`src/rtl/irq_pending_ctrl.sv`:
```
// Interrupt pending/enable controller: synchronises 16 raw request lines, latches
// pending bits and hands the priority-encoded winner to a consumer with a req/ack handshake.
module irq_pending_ctrl #(
  parameter bit LEVEL = 1'b0
) (
  input  logic        clk,
  input  logic        rst_n,
  input  logic [15:0] irq_in,
  input  logic        en_wr,
  input  logic [15:0] en_wdata,
  output logic [15:0] en_q,
  output logic [15:0] pend_q,
  output logic [15:0] pend_vec,
  input  logic [3:0]  enc_id,
  input  logic        enc_valid,
  output logic        irq_req,
  output logic [3:0]  irq_id,
  input  logic        irq_ack
);

  typedef enum logic [1:0] {IDLE, REQ, GAP} state_e;

  state_e      state_q;
  logic [15:0] s1_q, s2_q, s3_q;
  logic [15:0] set_vec, clr_vec;
  logic [15:0] pend_d, en_d;

  // NOTE: sequential state uses non-blocking (<=) so every flop samples pre-edge values;
  // blocking here would collapse the s1 -> s2 -> s3 chain into a single stage.
  always_ff @(posedge clk or negedge rst_n) begin
    if (!rst_n) begin
      s1_q <= '0;
      s2_q <= '0;
      s3_q <= '0;
    end else begin
      s1_q <= irq_in;
      s2_q <= s1_q;
      s3_q <= s2_q;
    end
  end

  // NOTE: every always_comb output gets a default first, otherwise a partial
  // assignment (clr_vec below) infers a latch.
  always_comb begin
    set_vec = LEVEL ? s2_q : (s2_q & ~s3_q);
    clr_vec = '0;
    if (state_q == REQ && irq_ack) clr_vec[irq_id] = 1'b1;
    // Set is OR-ed in after the clear so a fresh capture on the ack edge survives.
    pend_d  = (pend_q & ~clr_vec) | set_vec;
    en_d    = en_wr ? en_wdata : en_q;
  end

  assign pend_vec = pend_q & en_q;

  always_ff @(posedge clk or negedge rst_n) begin
    if (!rst_n) begin
      pend_q <= '0;
      en_q   <= '0;
    end else begin
      pend_q <= pend_d;
      en_q   <= en_d;
    end
  end

  // irq_id is latched on entry to REQ so later enable writes or new pendings cannot move it.
  always_ff @(posedge clk or negedge rst_n) begin
    if (!rst_n) begin
      state_q <= IDLE;
      irq_req <= 1'b0;
      irq_id  <= '0;
    end else begin
      case (state_q)
        IDLE: begin
          if (enc_valid) begin
            irq_id  <= enc_id;
            irq_req <= 1'b1;
            state_q <= REQ;
          end
        end
        REQ: begin
          if (irq_ack) begin
            irq_req <= 1'b0;
            state_q <= GAP;
          end
        end
        GAP: begin
          state_q <= IDLE;
        end
        default: begin
          irq_req <= 1'b0;
          state_q <= IDLE;
        end
      endcase
    end
  end

endmodule

```
`config.mk`:
```
export PLATFORM = sky130hd
export DESIGN_NAME = irq_pending_ctrl
export DESIGN_NICKNAME = d
export VERILOG_FILES = /design/src/rtl/irq_pending_ctrl.sv
export SDC_FILE = /design/constraint.sdc
export NUM_CORES = 1
export LEC_CHECK = 0
export CORE_MARGIN = 2
export CORE_UTILIZATION = 48
export CTS_BUF_LIST = sky130_fd_sc_hd__clkbuf_4
export DETAILED_ROUTE_END_ITERATION = 7
export PLACE_DENSITY = 0.78
export SLEW_MARGIN = 20
export SYNTH_ARGS = -nofsm -noshare
export SYNTH_HDL_FRONTEND = slang
export SYNTH_SLANG_ARGS = --single-unit
```
`constraint.sdc`:
```
create_clock -name clk -period 1.6 [get_ports clk]
set_input_delay 0.32 -clock clk [delete_from_list [all_inputs] [get_ports clk]]
set_output_delay 0.32 -clock clk [all_outputs]
set_load 0.05 [all_outputs]
```
# Word-level counts from Yosys, hierarchy flattened
# Index checks and enable logic that the tools add are counted.
[totals] output_inout_bits=53 register_bits=87
[op_classes] n_lt_le_gt_ge=2 eq_ne=4 muxes=9 reduce_logical=6 bitwise_logic=7
[ops] cell="$and 16x16->16" count=3
[ops] cell="$not 16->16" count=2
[ops] cell="$mux 16" count=1
[ops] cell="$or 16x16->16" count=1
[ops] cell="$lt 4x5->1 const B" count=1
[ops] cell="$demux 1 s4" count=1
[ops] cell="$ge 4x1->1 const B" count=1
[ops] cell="$mux 2" count=2
[ops] cell="$ne 2x2->1 const B" count=2
[ops] cell="$pmux 2 s2" count=1
[ops] cell="$reduce_and 2->1" count=2
[ops] cell="$mux 1" count=3
[ops] cell="$pmux 1 s3" count=1
[ops] cell="$reduce_and 3->1" count=1
[ops] cell="$eq 2x1->1 const B" count=1
[ops] cell="$eq 2x2->1 const B" count=1
[ops] cell="$logic_and 1x1->1" count=2
[ops] cell="$logic_not 2->1" count=1
[ops] cell="$not 1->1" count=1

# Logic depth before layout (Yosys ltp)
[depth] word_depth=8 depth_mapped=4 mapped_depth_nobuf=3

# Worst setup path after synthesis
# Ideal clock, no wire load.
[synth_timing] path_type="register -> output" from="register pend_q[1]" to="output port pend_vec[1]" arrival_time_ns=1.161 slack_ns=0.119 path_stages_with_launch=2 cell_sequence="dfrtp_1 -> and2_1"
[synth_between] elab_chain_cells=1
[synth_rtl] element="from (decl)" line="12" text="output logic [15:0] pend_q,"
[synth_rtl] element="from (signal assigned)" line="60" text="pend_q <= pend_d;"
[synth_rtl] element="$and 16x16->16" line="53" text="assign pend_vec = pend_q & en_q;"
[synth_rtl] element="to (decl)" line="13" text="output logic [15:0] pend_vec,"
# Every way passes these cells.

# Worst setup path in the final report
[layout_timing] from="register pend_q[3]" to="output port pend_vec[3]"
# The elaborated chain is that of the path after synthesis.

==> impl_metrics.yaml <==
outcome:
  outcome: "completed"
critical_path:
  cp_max_fo: 3
  arrival_ps: 1220
  max_stage_delay_ps: 480
  crit_family: "flip-flops"
  worstSetupPathType: "reg2out"
  cp_num_buf_inv: 1
  endpoint_kind: "output pin"
  path_cells: "and2_4, buf_12"
  cp_slowest_cell: "dfrtp_2"
  crit_required_ps: 1280
  rrSetupSlack_ps: 210
  start_kind: "flip-flop"
global_route:
  met2_usage_pct: 30.1
  antenna_found_initial: 0
  grt_busiest_layer: "met2"
  grt_start_max_net_pins: 88
  grt_use_total_pct: 18.7
  grt_pass1_vias: 1967
  use_met3_pct: 4.37
  overflow: 0
  grt_use_met1_pct: 24.1
  grt_first_pass_wirelength_um: 9850
place:
  gp_congestion: 0.749
  port_buffers: 93
  dp_hpwl_um: 4080
  place_area_mm2: 0.00424
synthesis:
  syn-mean-instance-area_um2: 15.4
  synth-seq-cells: 87
  ys.warnings.count: 0
  synth_nets: 235
  synth_area_mm2: 0.00298
  async_reset_ff_share_pct: 100
  seq_area_frac_synth_pct: 73.0
  synth.distinct_cells: 28
  synthCells: 194
  synth_edf_count: 0
  synth-main-ff-cell: "dfrtp_1"
cells_and_area:
  antennaDiodeCount: 0
  final_cell_mix: "81 x dfrtp_1, 39 x clkdlybuf4s50_1, 38 x buf_4, 28 x buf_12, 18 x o21ai_0"
  drive_gt1_share_pct: 37.8
  multi_input_area_um2: 716
  stdcell_area_mm2: 0.00447
  utilization_pct: 75.0
  syn_to_final_growth_pct: 49.7
  final_nets: 348
  layout.cells.most_common: "dfrtp_1"
  nFillCells: 384
  final-seq-area_mm2: 0.00218
min_path:
  holdCritPathClass: "in2reg"
detailed_routing:
  first_iter_violations: 167
  via_count: 1889
  antenna_left: 0
  avgRoutedWirePerCell_um: 15.3
  wl_um: 5910
  viasPerCell: 4.88
  dr.pass1.iters: 4
  drc: 0
clock_network:
  cts_root_buffer: "clkbuf_4"
  clock-sinks: 87
  clock_latency_ps: 420
  htreeDepth: 3
  cts_buffer_depth: 2
  path_clk_slew_ps: 140
  tritoncts: "yes"
  numCtsBuffers: 9
pwr:
  intPower_mw: 4.00
  p_clk_share_pct: 22.3
  p_sw_share_pct: 34.8
  power.net_switching_mw: 2.13
  p_leak_nw: 1.98
  p_total_mw: 6.13
  p_comb_share_pct: 34.4
  pwr_density_cell_mw_per_mm2: 1370
  seq_power_share_pct: 43.3
  irDropWorstVdd_mv: 0.951
floorplanning:
  coreArea_mm2: 0.00596
  initial_utilization_pct: 50.1
  ioPinCount: 94
  num_rows: 28
  die_h_um: 82.8
  dieArea_mm2: 0.00686
  die_w_um: 82.8
sta:
  max_clock_freq_mhz: 648
  finalSetupViolations: 0
  tightest_slew_ps: 441
  finalWorstPathRequiredPeriod_ps: 1540
  post-route-period-util_pct: 96.5
  finalClockSkew_ps: 14.0
  slew_headroom_pct: 70.6
  drv_slew: 0
  hold_violations: 0
run:
  drv_cap: 0
## logic make-up (layout without fill, tap and decap cells)
| family | after synthesis | count (layout) | share of synthesized area, % |
|---|---|---|---|
| multiplexers | 20 | 20 | 8.05 |
| flip-flops | 87 | 87 | 73.0 |
| AND/OR/NAND/NOR | 31 | 31 | 7.59 |
| buffers and inverters | 21 | 139 | 3.10 |
| AO/OA/AOI/OAI | 35 | 35 | 8.26 |
## cell type report
| type | count | share of cell area [%] |
|---|---|---|
| Clock buffer | 9 | 1.51 |
| Clock inverter | 7 | 2.13 |
| Inverter | 17 | 1.43 |
| Multi-Input combinational cell | 86 | 16.0 |
| Sequential cell | 87 | 48.9 |
| Tap cell | 75 | 2.10 |
| Timing Repair Buffer | 106 | 27.9 |
## registers in the layout (all words and copies together) (netlist names)
| signal | count |
|---|---|
| en_q | 16 |
| irq_id | 4 |
| irq_req | 1 |
| pend_q | 16 |
| s1_q | 16 |
| s2_q | 16 |
| s3_q | 16 |
| state_q | 2 |
## through the flow
| stage | setup TNS, ps | cells | worst slack [ps] | hold WS (ps) |
|---|---|---|---|---|
| 3_5_place_dp | -127 | 364 | -111 | 335 |
| 5_1_grt | -0.397 | 387 | -0.397 | 287 |
| 3_3_place_gp | 0 | 364 | 31.3 | 332 |
| 2_1_floorplan | 0 | 194 | 119 | 24.4 |
| 4_1_cts | 0 | 382 | 10.7 | 289 |
| 6_report | 0 | 387 | 56.6 | 313 |
## metal layers
| layer | part of all wire [%] | routed length [um] | vias to the layer above |
|---|---|---|---|
| met4 | 1.9 | 113 | 0 |
| met2 | 51 | 2990 | 64 |
| met5 | 0 | 0 | - |
| met1 | 42 | 2490 | 933 |
| li1 | - | - | 882 |
| met3 | 5.4 | 319 | 10 |
## worst reg2reg max path, stage by stage, from the launching register on
cell and delay (ps):
dfrtp_1 560, buf_4 260, nand3_1 130, o21ai_0 210, o21ai_0 110
## cells in the mapped netlist (all sizes together) (2+ instances only)
library cell	count	area, um^2
dfrtp	87	2180
o21ai	26	141
mux2	20	240
inv	17	63.8
and2	16	100
o31ai	6	86.3
buf	4	28.8
nand2b	3	26.3
nand2	2	7.51
nand3b	2	15.0
nor2	2	15.0
## power groups by stage
stage / Combinational (mW) / Clock (mW) / Sequential [mW]
finish: 2.11 / 1.37 / 2.65
detailed placement: 2.07 / 0 / 2.69
global placement: 2.04 / 0 / 2.68
floorplan: 0.663 / 0 / 3.10
global route: 2.19 / 1.51 / 2.69
CTS: 2.10 / 1.41 / 2.66
## worst paths after layout
| check | cells after the start | from | end |
|---|---|---|---|
| max | 2 | pend_q[3] | pend_vec[3] |
| min | 1 | irq_in[12] | s1_q[12] |
| max reg2reg | 4 | irq_id[2] | pend_q[15] |
| min reg2reg | 0 | s1_q[5] | s2_q[5] |
| max in group asynchronous | 3 | rst_n | pend_q[15] |
| min in group asynchronous | 3 | rst_n | s3_q[14] |
## what timing repair did
action                                  in CTS  in global routing
endpoints found under the hold margin       87                  0
resized for setup                            6                  1
hold buffers                                 1                  0
buffers inserted                             1                  5
endpoints found under the setup margin       5                  4
Power figures use the tool's default switching activity.
